[src/rtl/resposta_tx_sequencer_if.sv]
`default_nettype none
// +--------------------------------------------------------------------------+
// | Module   : resposta_tx_sequencer_if                                      |
// | Purpose  : Bundles the response-request handshake and the uart_tx side   |
// |            of resposta_tx_sequencer.                                     |
// | Signals  : resp_valid/resp_ready/resp_codigo/resp_dado  request side     |
// |            tx_start/tx_byte/tx_ativo/tx_concluido        uart_tx side    |
// |            pacote_enviado/erro_timeout                   status pulses   |
// | Modports : master - request source + uart_tx (environment side)          |
// |            slave  - the sequencer itself                                 |
// | Revision : 1.0 - initial release                                         |
// +--------------------------------------------------------------------------+
interface resposta_tx_sequencer_if;
   logic       resp_valid;
   logic       resp_ready;
   logic [7:0] resp_codigo;
   logic [7:0] resp_dado;
   logic       tx_start;
   logic [7:0] tx_byte;
   logic       tx_ativo;
   logic       tx_concluido;
   logic       pacote_enviado;
   logic       erro_timeout;

   modport master (
      output resp_valid, resp_codigo, resp_dado, tx_ativo, tx_concluido,
      input  resp_ready, tx_start, tx_byte, pacote_enviado, erro_timeout
   );

   modport slave (
      input  resp_valid, resp_codigo, resp_dado, tx_ativo, tx_concluido,
      output resp_ready, tx_start, tx_byte, pacote_enviado, erro_timeout
   );
endinterface
`default_nettype wire

[src/rtl/resposta_tx_sequencer.sv]
`default_nettype none
// +--------------------------------------------------------------------------+
// | Module   : resposta_tx_sequencer                                         |
// | Purpose  : Accepts one 2-byte response (code, data) and drives uart_tx   |
// |            to send code byte, an idle gap, then data byte. Reports       |
// |            packet completion or a stalled-transmitter timeout.           |
// | Ports    : clock          system clock (rising edge)                      |
// |            reset_n        synchronous active-low reset                   |
// |            bus (slave)    request handshake, uart_tx control, status     |
// | Revision : 1.0 - initial release                                         |
// +--------------------------------------------------------------------------+
module resposta_tx_sequencer #(
   parameter int GAP_CYCLES     = 16,
   parameter int TIMEOUT_CYCLES = 200000,
   parameter int CNT_W          = 18
) (
   input  wire logic              clock,
   input  wire logic              reset_n,
   resposta_tx_sequencer_if.slave bus
);

   typedef enum logic [2:0] {
      S_IDLE   = 3'd0,
      S_START0 = 3'd1,
      S_WAIT0  = 3'd2,
      S_GAP    = 3'd3,
      S_START1 = 3'd4,
      S_WAIT1  = 3'd5
   } state_t;

   localparam logic [CNT_W-1:0] c_gapLast     = CNT_W'(GAP_CYCLES - 1);
   // Counter is 0 in the first WAIT cycle, so giving up when it sits at
   // TIMEOUT_CYCLES-2 puts the error pulse TIMEOUT_CYCLES cycles after start.
   localparam logic [CNT_W-1:0] c_timeoutLast = CNT_W'(TIMEOUT_CYCLES - 2);

   state_t           r_state, w_stateNext;
   logic [CNT_W-1:0] r_cnt, w_cntNext, w_cntInc;
   logic [7:0]       r_codigo, w_codigoNext;
   logic [7:0]       r_dado, w_dadoNext;
   logic             r_respReady, w_respReadyNext;
   logic             r_txStart, w_txStartNext;
   logic [7:0]       r_txByte, w_txByteNext;
   logic             r_pacoteEnviado, w_pacoteNext;
   logic             r_erroTimeout, w_erroNext;

   // uart_tx busy flag is informational only; sequencing relies on the done pulse.
   logic             w_unusedAtivo;
   assign w_unusedAtivo = bus.tx_ativo;

   assign w_cntInc = r_cnt + CNT_W'(1);

   always_ff @(posedge clock) begin
      if (!reset_n) begin
         r_state         <= S_IDLE;
         r_cnt           <= '0;
         r_codigo        <= '0;
         r_dado          <= '0;
         r_respReady     <= 1'b1;
         r_txStart       <= 1'b0;
         r_txByte        <= '0;
         r_pacoteEnviado <= 1'b0;
         r_erroTimeout   <= 1'b0;
      end else begin
         r_state         <= w_stateNext;
         r_cnt           <= w_cntNext;
         r_codigo        <= w_codigoNext;
         r_dado          <= w_dadoNext;
         r_respReady     <= w_respReadyNext;
         r_txStart       <= w_txStartNext;
         r_txByte        <= w_txByteNext;
         r_pacoteEnviado <= w_pacoteNext;
         r_erroTimeout   <= w_erroNext;
      end
   end

   // Outputs are computed for the state being entered and registered with it,
   // so every output is valid during the cycle its state is active.
   always_comb begin
      w_stateNext     = r_state;
      w_cntNext       = r_cnt;
      w_codigoNext    = r_codigo;
      w_dadoNext      = r_dado;
      w_respReadyNext = 1'b0;
      w_txStartNext   = 1'b0;
      w_txByteNext    = r_txByte;
      w_pacoteNext    = 1'b0;
      w_erroNext      = 1'b0;

      case (r_state)
         S_IDLE: begin
            if (bus.resp_valid) begin
               w_codigoNext  = bus.resp_codigo;
               w_dadoNext    = bus.resp_dado;
               w_txStartNext = 1'b1;
               w_txByteNext  = bus.resp_codigo;
               w_cntNext     = '0;
               w_stateNext   = S_START0;
            end else begin
               w_respReadyNext = 1'b1;
            end
         end
         S_START0: begin
            w_cntNext   = '0;
            w_stateNext = S_WAIT0;
         end
         S_WAIT0: begin
            // Done is tested first so it wins over a coincident timeout.
            if (bus.tx_concluido) begin
               w_cntNext   = '0;
               w_stateNext = S_GAP;
            end else if (r_cnt == c_timeoutLast) begin
               w_cntNext       = '0;
               w_erroNext      = 1'b1;
               w_respReadyNext = 1'b1;
               w_stateNext     = S_IDLE;
            end else begin
               w_cntNext = w_cntInc;
            end
         end
         S_GAP: begin
            if (r_cnt == c_gapLast) begin
               w_cntNext     = '0;
               w_txStartNext = 1'b1;
               w_txByteNext  = r_dado;
               w_stateNext   = S_START1;
            end else begin
               w_cntNext = w_cntInc;
            end
         end
         S_START1: begin
            w_cntNext   = '0;
            w_stateNext = S_WAIT1;
         end
         S_WAIT1: begin
            if (bus.tx_concluido) begin
               w_cntNext       = '0;
               w_pacoteNext    = 1'b1;
               w_respReadyNext = 1'b1;
               w_stateNext     = S_IDLE;
            end else if (r_cnt == c_timeoutLast) begin
               w_cntNext       = '0;
               w_erroNext      = 1'b1;
               w_respReadyNext = 1'b1;
               w_stateNext     = S_IDLE;
            end else begin
               w_cntNext = w_cntInc;
            end
         end
         default: begin
            w_cntNext       = '0;
            w_respReadyNext = 1'b1;
            w_stateNext     = S_IDLE;
         end
      endcase
   end

   assign bus.resp_ready     = r_respReady;
   assign bus.tx_start       = r_txStart;
   assign bus.tx_byte        = r_txByte;
   assign bus.pacote_enviado = r_pacoteEnviado;
   assign bus.erro_timeout   = r_erroTimeout;

endmodule
`default_nettype wire
[src/flat_wrapper.sv]
// flat-port wrapper written by rule: the top's interface ports become plain ports
module resposta_tx_sequencer_flat 
#(
   parameter int GAP_CYCLES     = 16,
   parameter int TIMEOUT_CYCLES = 200000,
   parameter int CNT_W          = 18
)
  (clock, reset_n, bus_resp_valid, bus_resp_codigo, bus_resp_dado, bus_tx_ativo, bus_tx_concluido, bus_resp_ready, bus_tx_start, bus_tx_byte, bus_pacote_enviado, bus_erro_timeout);
  resposta_tx_sequencer_if bus_i ();
  input  wire logic clock;
  input  wire logic reset_n;
  input wire logic [$bits(bus_i.resp_valid)-1:0] bus_resp_valid;
  input wire logic [$bits(bus_i.resp_codigo)-1:0] bus_resp_codigo;
  input wire logic [$bits(bus_i.resp_dado)-1:0] bus_resp_dado;
  input wire logic [$bits(bus_i.tx_ativo)-1:0] bus_tx_ativo;
  input wire logic [$bits(bus_i.tx_concluido)-1:0] bus_tx_concluido;
  output wire logic [$bits(bus_i.resp_ready)-1:0] bus_resp_ready;
  output wire logic [$bits(bus_i.tx_start)-1:0] bus_tx_start;
  output wire logic [$bits(bus_i.tx_byte)-1:0] bus_tx_byte;
  output wire logic [$bits(bus_i.pacote_enviado)-1:0] bus_pacote_enviado;
  output wire logic [$bits(bus_i.erro_timeout)-1:0] bus_erro_timeout;
  assign bus_i.resp_valid = bus_resp_valid;
  assign bus_i.resp_codigo = bus_resp_codigo;
  assign bus_i.resp_dado = bus_resp_dado;
  assign bus_i.tx_ativo = bus_tx_ativo;
  assign bus_i.tx_concluido = bus_tx_concluido;
  assign bus_resp_ready = bus_i.resp_ready;
  assign bus_tx_start = bus_i.tx_start;
  assign bus_tx_byte = bus_i.tx_byte;
  assign bus_pacote_enviado = bus_i.pacote_enviado;
  assign bus_erro_timeout = bus_i.erro_timeout;
  resposta_tx_sequencer #(.GAP_CYCLES(GAP_CYCLES), .TIMEOUT_CYCLES(TIMEOUT_CYCLES), .CNT_W(CNT_W)) u_core (.clock(clock), .reset_n(reset_n), .bus(bus_i));
endmodule
[config.mk]
export PLATFORM = sky130hd
export DESIGN_NAME = resposta_tx_sequencer_flat
export DESIGN_NICKNAME = d
export VERILOG_FILES = /design/src/rtl/resposta_tx_sequencer_if.sv /design/src/rtl/resposta_tx_sequencer.sv /design/src/flat_wrapper.sv
export SDC_FILE = /design/constraint.sdc
export NUM_CORES = 1
export LEC_CHECK = 0
export ABC_AREA = 1
export CAP_MARGIN = 20
export CELL_PAD_IN_SITES_DETAIL_PLACEMENT = 1
export CELL_PAD_IN_SITES_GLOBAL_PLACEMENT = 1
export CORE_MARGIN = 2
export CORE_UTILIZATION = 41
export DETAILED_ROUTE_END_ITERATION = 6
export PLACE_DENSITY = 0.86
export REMOVE_ABC_BUFFERS = 1
export SYNTH_ARGS = -nofsm -noshare
export SYNTH_HDL_FRONTEND = slang
export SYNTH_SLANG_ARGS = --single-unit
[constraint.sdc]
create_clock -name clock -period 2.7 [get_ports clock]
set_clock_uncertainty 0.2 [all_clocks]
set_input_delay 0.27 -clock clock [delete_from_list [all_inputs] [get_ports clock]]
set_output_delay 0.27 -clock clock [all_outputs]
set_load 0.02 [all_outputs]
==> results by group, run 1 <==
Logic synthesis
  • Post-synthesis mux area share: 0%
  • Seq/Total Area, Yosys: 37.25%
  • Synthesized area: 2203 um^2
  • YS warnings: 0
  • Synth Area per Inst: 6.822 um^2
  • Synth unique cells: 34
  • FF+latch count, synth: 41
  • Simple-Gate Fraction of Synth Area: 36.17%
  • Synth top area share: 37.25%
  • Post-synthesis instance total: 323
  • Main combinational cell family by area after synthesis: simple AND/OR/NAND/NOR gates
  • Most frequent cell after synthesis: nand2_1
  • Area leader, netlist: dfxtp_1
  • Xor and xnor area share after synthesis: 1.988%
  • Synth Flop Type: dfxtp_1
  • Synth Area in Compound Gates: 13.40%
  • Post-synth EDFFs: 0
  • Main area contributors after synthesis: dfxtp_1, nand2_1, inv_1
  • Synth top cells by count: nand2_1, dfxtp_1, inv_1, nor2_1, a21oi_1
  • Synth Area in Adders: 1.136%
  • Async S/R FF share, synth: 0%

Global route
  • Largest net degree at the start of global routing: 34
  • Number of global-route vias before repair: 2198
  • Global-route wire length before repair: 10.29 mm
  • GRT Util Overall: 21.57%
  • Initial antenna violation count: 0
  • GRT overflow: 0

Clocking
  • Postcts setup bufs: 0
  • Post-CTS sizing: 0
  • Root Driver: clkbuf_8
  • CTS Sinks: 41
  • CTS HTree Levels: 2
  • Max clock buf depth: 2
  • Skew-Pair Late Insertion Delay: 0.30 ns
  • Hold Buf Count CTS: 0
  • Num CTS Buffers: 5
  • CTS clk-pin slew, worst paths: 0.08 ns
  • CTS tree: built

STA
  • Min cycle time layout: 2.048 ns
  • Final hold violations: 0
  • Setup TNS Final: 0 ns
  • Max-slew violations: 0
  • Setup violations, final: 0
  • Least-Margin Pin Slew: 0.3863 ns
  • RSZ-0062 raised after global routing: false
  • Achievable clock frequency: 0.4884 GHz
  • WHS: 0.2531 ns
  • Worst slew margin: 74.22%
  • Period utilisation layout: 75.84%

Pwr
  • Final Total Pwr: 2.197 mW
  • LEAKAGE: 1.130 nW
  • Max rail drop VDD: 0.4840 mV
  • Power per cell area: 814.8 nW/um^2

Critical path
  • Startpoint types: flip-flop
  • Critical Path AT: 2.04 ns
  • Data required, critical path: 2.70 ns
  • Worst path bufs/invs: 0
  • Critical path, cell by cell: ha_1 -> nand3_1 -> nor2_1 -> nand3_1 -> nand2_1 -> nand3_4 -> nand2_4 -> a21oi_1
  • Worst path max stage delay: 0.39 ns
  • Delay-heaviest family, CP: simple AND/OR/NAND/NOR gates
  • CP most frequent cell: nand3_1
  • Worst path slowest cell: dfxtp_1
  • Critical path class: reg -> reg
  • Reg-to-reg slack, setup: 0.65 ns
  • Setup crit end kind: flip-flop
  • Critical Path Fanout Max: 6

Finish
  • ANT cells: 0
  • Area of the multi-input gates: 1161 um^2
  • Fraction of layout cells with a size suffix above 1: 9.524%
  • Layout Area Growth over Synthesis: 22.37%
  • Fin util: 52.46%
  • Fillcell total: 708
  • Layout Nets: 379
  • Finished Layout Cells: 427
  • FF/Latch Area: 820.8 um^2

Route
  • DRC violations left: 0
  • Final ANT Viol Nets: 0
  • Vias: 2184
  • Starting DRT DRC Count: 114
  • Post-DR wirelength/cell: 13.91 um
  • Drt pass-1 iters: 4
  • Top routing layer in use: met4
  • Metal-1 WL: 2.763 mm
  • Final WL: 5.940 mm
  • Routed length on met3: 202 um
  • Met2 wire length: 2.891 mm
  • Via density: 5.115

Floorplanning
  • Core Rows: 26
  • Die W: 77.31 um
  • # IOs: 33
  • Starting Density: 42.87%
  • Full die area: 5976 um^2
  • Placeable Area: 5140 um^2
  • Die height: 77.31 um

Job
  • MaxCap Viol Count: 0

Place
  • Hpwl dp: 4.407 mm
  • RePlAce Congestion: 0.8941
  • Dpl cells: 419
  • IO buf count: 31

Min path
  • Worst hold path class: reg -> reg

Status
  • Status: finished, final reports clean
-- area by class of cell --
type	instances	area share (%)
clock buffers	7	3.202
clock inverters	1	1.114
well taps	70	3.248
repair buffers	34	12.34
multi-input cells	228	43.06
inverters	46	6.589
flip-flops and latches	41	30.44
-- sequential cells by signal, summed over array words and instances, names as in the netlist --
register and cells:
u_core.r_cnt 18, u_core.bus.tx_byte 8, u_core.r_state 3, u_core.bus.erro_timeout 1, u_core.bus.tx_start 1, u_core.bus.resp_ready 1
u_core.r_dado 8, u_core.bus.pacote_enviado 1
-- metrics by stage --
step / area [um^2] / worst slack, ns
finish: 2696 / 0.6523
global route: 2696 / 0.4452
CTS: 2696 / 0.6482
detailed placement: 2580 / 0.6759
global placement: 2580 / 0.7012
floorplan: 2160 / 0.8909
-- logic make-up after synthesis --
family | Yosys count
AOI/OAI and AO/OA | 56
xor gates and xnor gates | 5
and+or+nand+nor | 165
DFF | 41
adders and majority gates | 2
buffers and inverters | 54
-- routing by layer --
layer,global-route usage (%),up-vias
li1,-,1107
met1,28.06,1031
met2,35.74,37
met3,4.118,9
met4,7.321,0
met5,0,-
-- cell usage in the layout (no fill, tap or decap), types with 4 or more instances in the layout --
| cell | count |
|---|---|
| nand2_1 | 74 |
| inv_1 | 41 |
| dfxtp_1 | 41 |
| nor2_1 | 34 |
| clkdlybuf4s50_1 | 31 |
| a21oi_1 | 28 |
| nand3_1 | 25 |
| o21ai_0 | 20 |
| nand4_1 | 8 |
| clkbuf_8 | 6 |
| nor2_2 | 4 |
| inv_2 | 4 |
| nor3_1 | 4 |
-- tightest hold or removal path: stages (launching register included) --
cell and delay, ns:
dfxtp_1 0.30, inv_1 0.06, a21oi_1 0.05
-- report_power, final --
group | switching, mW | total, mW | internal, mW
registers | 0.0732 | 0.802 | 0.729
clock network | 0.223 | 0.525 | 0.302
logic | 0.551 | 0.869 | 0.318
-- final timing paths --
kind	startpoint	end	cells after the start
worst min-delay path	u_core.r_dado[1]	u_core.r_dado[1]	2
worst max-delay path	u_core.r_cnt[1]	u_core.r_cnt[17]	8
worst max register to register	u_core.r_cnt[1]	u_core.r_cnt[17]	8
worst min register to register	u_core.r_dado[1]	u_core.r_dado[1]	2
No activity file was read; power rests on OpenSTA's default activity.
==> inputs of run 2 (changes only) <==
- CORE_UTILIZATION: 41 -> 34
- PLACE_DENSITY: 0.86 -> 0.77
- clock period: 2.7 -> 1.7 ns (I/O delays scaled with it)
==> results by group, run 2 (synthesized netlist as in run 1, its figures left out) <==
Global route
  • Layer with the highest usage: met2
  • Number of global-route vias before repair: 2402
  • GRT overflow: 0
  • GRT Util Overall: 18.93%
  • Met2 Track Usage GR: 34.14%
  • Largest net degree at the start of global routing: 34
  • Met1 usage in global routing: 23.16%
  • M3 GR Usage: 2.360%
  • Initial antenna violation count: 0
  • Global-route wire length before repair: 10.95 mm

Route
  • Drt pass-1 iters: 4
  • Post-DR wirelength/cell: 14.67 um
  • Final ANT Viol Nets: 0
  • Starting DRT DRC Count: 111
  • Via density: 4.991
  • DRC violations left: 0
  • Vias: 2326
  • Final WL: 6.835 mm

Clocking
  • Hold Buf Count CTS: 0
  • CTS Sinks: 41
  • Skew-Pair Late Insertion Delay: 0.29 ns
  • Max clock buf depth: 2
  • CTS clk-pin slew, worst paths: 0.08 ns
  • Num CTS Buffers: 5
  • CTS tree: built
  • CTS HTree Levels: 2
  • Root Driver: clkbuf_8

Place
  • Pre-CTS WS: -0.1256 ns
  • Placed inst area: 2836 um^2
  • IO buf count: 31
  • Hpwl dp: 4.804 mm
  • RePlAce Congestion: 0.8866
  • Dpl cells: 454

STA
  • Max-slew violations: 0
  • Achievable clock frequency: 0.5819 GHz
  • Min cycle time layout: 1.718 ns
  • Setup violations, final: 8
  • Period utilisation layout: 101.1%
  • Worst slew margin: 76.02%
  • RSZ-0062 raised after global routing: true
  • WHS: 0.2485 ns
  • Post-route setup slack: -0.01836 ns
  • Setup TNS Final: -0.07692 ns
  • Least-Margin Pin Slew: 0.3570 ns
  • Final hold violations: 0

Status
  • Status: complete, but fails checks
  • Failing checks: setup timing

Pwr
  • Flop pwr share: 35.6%
  • Int Power: 2.166 mW
  • Max rail drop VDD: 0.8170 mV
  • LEAKAGE: 1.325 nW
  • Clock share of power: 18.6%
  • Final Total Pwr: 3.612 mW
  • Combinational power share: 45.8%
  • Sw Pwr: 1.445 mW
  • Sw frac: 40.02%
  • Power per cell area: 1137 nW/um^2

Critical path
  • Critical path, cell by cell: buf_6 -> ha_4 -> nand3_4 -> nor2_4 -> nand3_4 -> nand3_4 -> nand3_4 -> nand2_4 -> nor2_1
  • Startpoint types: flip-flop
  • Delay-heaviest family, CP: simple AND/OR/NAND/NOR gates
  • CP most frequent cell: nand3_4
  • Critical path class: reg -> reg
  • Data required, critical path: 1.68 ns
  • Worst path bufs/invs: 1
  • Critical Path Fanout Max: 6
  • Critical Path AT: 1.70 ns
  • Worst path max stage delay: 0.36 ns
  • Setup crit end kind: flip-flop
  • Worst path slowest cell: dfxtp_2

Job
  • MaxCap Viol Count: 0

Finish
  • Max reg flops: 18
  • Top reg by flops: u_core.r_cnt
  • Layout Area Growth over Synthesis: 44.12%
  • Finished Layout Cells: 466
  • ANT cells: 0
  • Most common cell after layout, fill and taps aside: nand2_1
  • Layout Nets: 412
  • Fraction of layout cells with a size suffix above 1: 27.25%
  • Most frequent cells in the layout: nand2_1, inv_1, clkdlybuf4s50_1, buf_4, nor2_1
  • Post-route cell area: 3176 um^2
  • Fin util: 50.30%
  • Fillcell total: 793

Floorplanning
  • Core Rows: 29
  • Starting Density: 34.90%
  • # IOs: 33
  • Die W: 84.50 um
  • Full die area: 7140 um^2
  • Placeable Area: 6314 um^2
  • Die height: 84.50 um

Min path
  • Worst hold path class: reg -> reg
[run 2: cell count changes in the layout (fill, tap and decap cells not counted), moves of 4 or more]
cell,delta
a21oi_1,-6
nor2_4,+4
nand2_1,-5
nand3_1,-5
dfxtp_2,+12
nand3_4,+4
o21ai_0,-4
nor2_1,-5
a21oi_2,+6
buf_4,+27
dfxtp_1,-13
o21ai_1,+4
[run 2: worst paths after layout]
path | start | endpoint | slack (ns) | cells past startpoint
worst max-delay path | u_core.r_cnt[1] | u_core.r_cnt[3] | -0.02 | 9
worst min-delay path | u_core.r_dado[6] | u_core.r_dado[6] | 0.25 | 2
worst min register to register | u_core.r_dado[6] | u_core.r_dado[6] | 0.25 | 2
worst max register to register | u_core.r_cnt[1] | u_core.r_cnt[3] | -0.02 | 9
[run 2: final cells by class]
| cell class | count | area (um^2) | area share, % |
|---|---|---|---|
| inverters | 46 | 180.2 | 5.674 |
| repair buffers | 67 | 629.4 | 19.82 |
| clock buffers | 6 | 82.58 | 2.600 |
| well taps | 77 | 96.34 | 3.034 |
| multi-input cells | 228 | 1340 | 42.20 |
| flip-flops and latches | 41 | 839.6 | 26.44 |
| clock inverters | 1 | 7.507 | 0.2364 |
[run 2: worst reg2reg max path: cells and delay by family, from the launching register on]
family,cells,cell delay (ns)
fa+ha+maj,1,0.14
buf+inv,1,0.11
flops,1,0.36
simple gates,7,0.81
[run 2: power groups by stage]
stage	Sequential, mW	Clock (mW)	Combinational (mW)
after detailed placement	1.28	0	1.57
after global placement	1.28	0	1.51
after CTS	1.26	0.691	1.62
after floorplan	1.38	0	0.805
final	1.29	0.671	1.65
after global routing	1.31	0.717	1.84
[run 2: layer usage]
layer / vias up / share of wire (%)
li1: 1170 / -
met1: 1109 / 43
met2: 39 / 53
met3: 8 / 2.5
met4: 0 / 1.3
met5: - / 0
[run 2: what timing repair did]
| item | 4_1_cts | 5_1_grt |
|---|---|---|
| setup endpoints to repair | 30 | 32 |
| pin swaps | 5 | 9 |
| gates resized for setup | 22 | 39 |
| buffers inserted | 0 | 5 |
==> inputs of run 3 (changes only) <==
- REMOVE_ABC_BUFFERS: 1 -> unset
==> results by group, run 3 (synthesized netlist as in run 1, its figures left out) <==
Floorplanning
  • # IOs: 33
  • Starting Density: 34.90%
  • Full die area: 7140 um^2
  • Core Rows: 29
  • Die W: 84.50 um
  • Die height: 84.50 um
  • Placeable Area: 6314 um^2

Route
  • DRC violations left: 0
  • Vias: 2374
  • Via density: 5.062
  • Final WL: 7.048 mm
  • Starting DRT DRC Count: 113
  • Final ANT Viol Nets: 0
  • Drt pass-1 iters: 4
  • Post-DR wirelength/cell: 15.03 um

Critical path
  • Worst path max stage delay: 0.38 ns
  • Worst r2r src: u_core.r_cnt[0]
  • Critical Path AT: 1.74 ns
  • Worst path slowest cell: dfxtp_4
  • Data required, critical path: 1.69 ns
  • Startpoint types: flip-flop
  • Critical path, cell by cell: ha_4 -> nand3_4 -> nor2_1 -> nand3_2 -> nand2_4 -> nand3_4 -> nand2_4 -> nor2_1
  • Critical Path Fanout Max: 6
  • CP Launch Point: u_core.r_cnt[0]
  • Setup crit end kind: flip-flop
  • Critical path class: reg -> reg

Status
  • Status: complete, but fails checks
  • Failing checks: setup timing

Clocking
  • CTS tree: built
  • CTS HTree Levels: 2
  • Hold Buf Count CTS: 0
  • CTS clk-pin slew, worst paths: 0.09 ns
  • CTS Sinks: 41
  • Root Driver: clkbuf_8
  • Num CTS Buffers: 5
  • Skew-Pair Late Insertion Delay: 0.30 ns
  • Max clock buf depth: 2

Global route
  • Global-route wire length before repair: 11.36 mm
  • Largest net degree at the start of global routing: 34
  • GRT overflow: 0
  • GRT Util Overall: 19.89%
  • Initial antenna violation count: 0
  • Number of global-route vias before repair: 2427

Min path
  • Worst hold path class: reg -> reg
  • Min-Delay Startpoint: u_core.r_dado[2]

Place
  • RePlAce Congestion: 0.7675
  • Placed inst area: 2859 um^2
  • IO buf count: 31
  • Dpl cells: 457
  • Hpwl dp: 4.991 mm

STA
  • Final hold violations: 0
  • Max-slew violations: 0
  • Post-route setup slack: -0.04220 ns
  • Period utilisation layout: 102.5%
  • Setup TNS Final: -0.1724 ns
  • Worst slew margin: 75.80%
  • Least-Margin Pin Slew: 0.3602 ns
  • RSZ-0062 raised after global routing: true
  • Min cycle time layout: 1.742 ns
  • Setup violations, final: 10
  • Achievable clock frequency: 0.5740 GHz

Pwr
  • Int Power: 2.233 mW
  • Combinational power share: 47.3%
  • Sw Pwr: 1.530 mW
  • LEAKAGE: 1.364 nW
  • Clock share of power: 18.7%
  • Final Total Pwr: 3.764 mW
  • Max rail drop VDD: 0.9927 mV
  • Power per cell area: 1174 nW/um^2
  • Flop pwr share: 34.0%
  • Sw frac: 40.66%

Finish
  • Fraction of layout cells with a size suffix above 1: 29.59%
  • Post-route cell area: 3207 um^2
  • Most frequent cells in the layout: nand2_1, inv_1, buf_4, clkdlybuf4s50_1, nor2_1
  • Layout Area Growth over Synthesis: 45.54%
  • ANT cells: 0
  • Max reg flops: 18
  • Finished Layout Cells: 469
  • Most common cell after layout, fill and taps aside: nand2_1
  • Top reg by flops: u_core.r_cnt
  • Layout Nets: 414

Job
  • MaxCap Viol Count: 0

Logic synthesis
  • Synthesized Nets: 346
-- run 3: cell types whose count changed in the layout (fill, tap and decap cells not counted), sizes merged --
cell      before  now
buf           36   38
clkinv         0    2
clkinvlp       1    0
-- run 3: metal layers --
layer  up-vias  GRT usage (%)  part of all wire, %
met2        48          35.43                   51
met3        17          3.048                  3.2
met1      1139          24.64                   44
met5         -              0                    0
li1       1170              -                    -
met4         0          6.061                  2.3
-- run 3: timing repair --
item	4_1_cts	5_1_grt
hold endpoints to repair	0	0
pin swaps	7	11
setup endpoints to repair	30	31
setup buffers	2	2
gates resized for setup	18	46
-- run 3: path summary, 6_finish.rpt --
check                          end  slack (ns)  cells after the start
setup / recovery   u_core.r_cnt[4]       -0.04                      8
hold / removal    u_core.r_dado[2]        0.25                      2
setup reg to reg   u_core.r_cnt[4]       -0.04                      8
hold reg to reg   u_core.r_dado[2]        0.25                      2
-- run 3: layout make-up --
| type | count | area, um^2 |
|---|---|---|
| inverters | 46 | 177.7 |
| well taps | 77 | 96.34 |
| fillers | 791 | 3107 |
| repair buffers | 69 | 644.4 |
| clock buffers | 6 | 82.58 |
| multi-input cells | 228 | 1351 |
| flip-flops and latches | 41 | 840.8 |
| clock inverters | 2 | 13.76 |
-- run 3: power by group through the flow --
stage / combinational, mW / sequential (mW) / clock [mW]
finish: 1.78 / 1.28 / 0.703
floorplan: 0.840 / 1.38 / 0
global route: 1.95 / 1.30 / 0.752
global placement: 1.54 / 1.27 / 0
detailed placement: 1.58 / 1.28 / 0
CTS: 1.62 / 1.27 / 0.714
-- run 3: worst max-delay path: cells and delay by family (launching register included) --
| kind | cells | cell delay [ns] |
|---|---|---|
| simple gates | 7 | 0.89 |
| fa+ha+maj | 1 | 0.16 |
| flops | 1 | 0.38 |
-- run 3: per-stage QoR --
| step | util (%) | hold slack [ns] | setup slack, ns |
|---|---|---|---|
| 3_3_place_gp | 45.28 | 0.2348 | -0.09075 |
| 3_5_place_dp | 45.28 | 0.2433 | -0.2336 |
| 4_1_cts | 48.20 | 0.2556 | -0.04532 |
| 2_1_floorplan | - | 0.1599 | 0.04233 |
| 6_report | 50.79 | 0.2527 | -0.04220 |
| 5_1_grt | 50.79 | 0.2677 | -0.1103 |
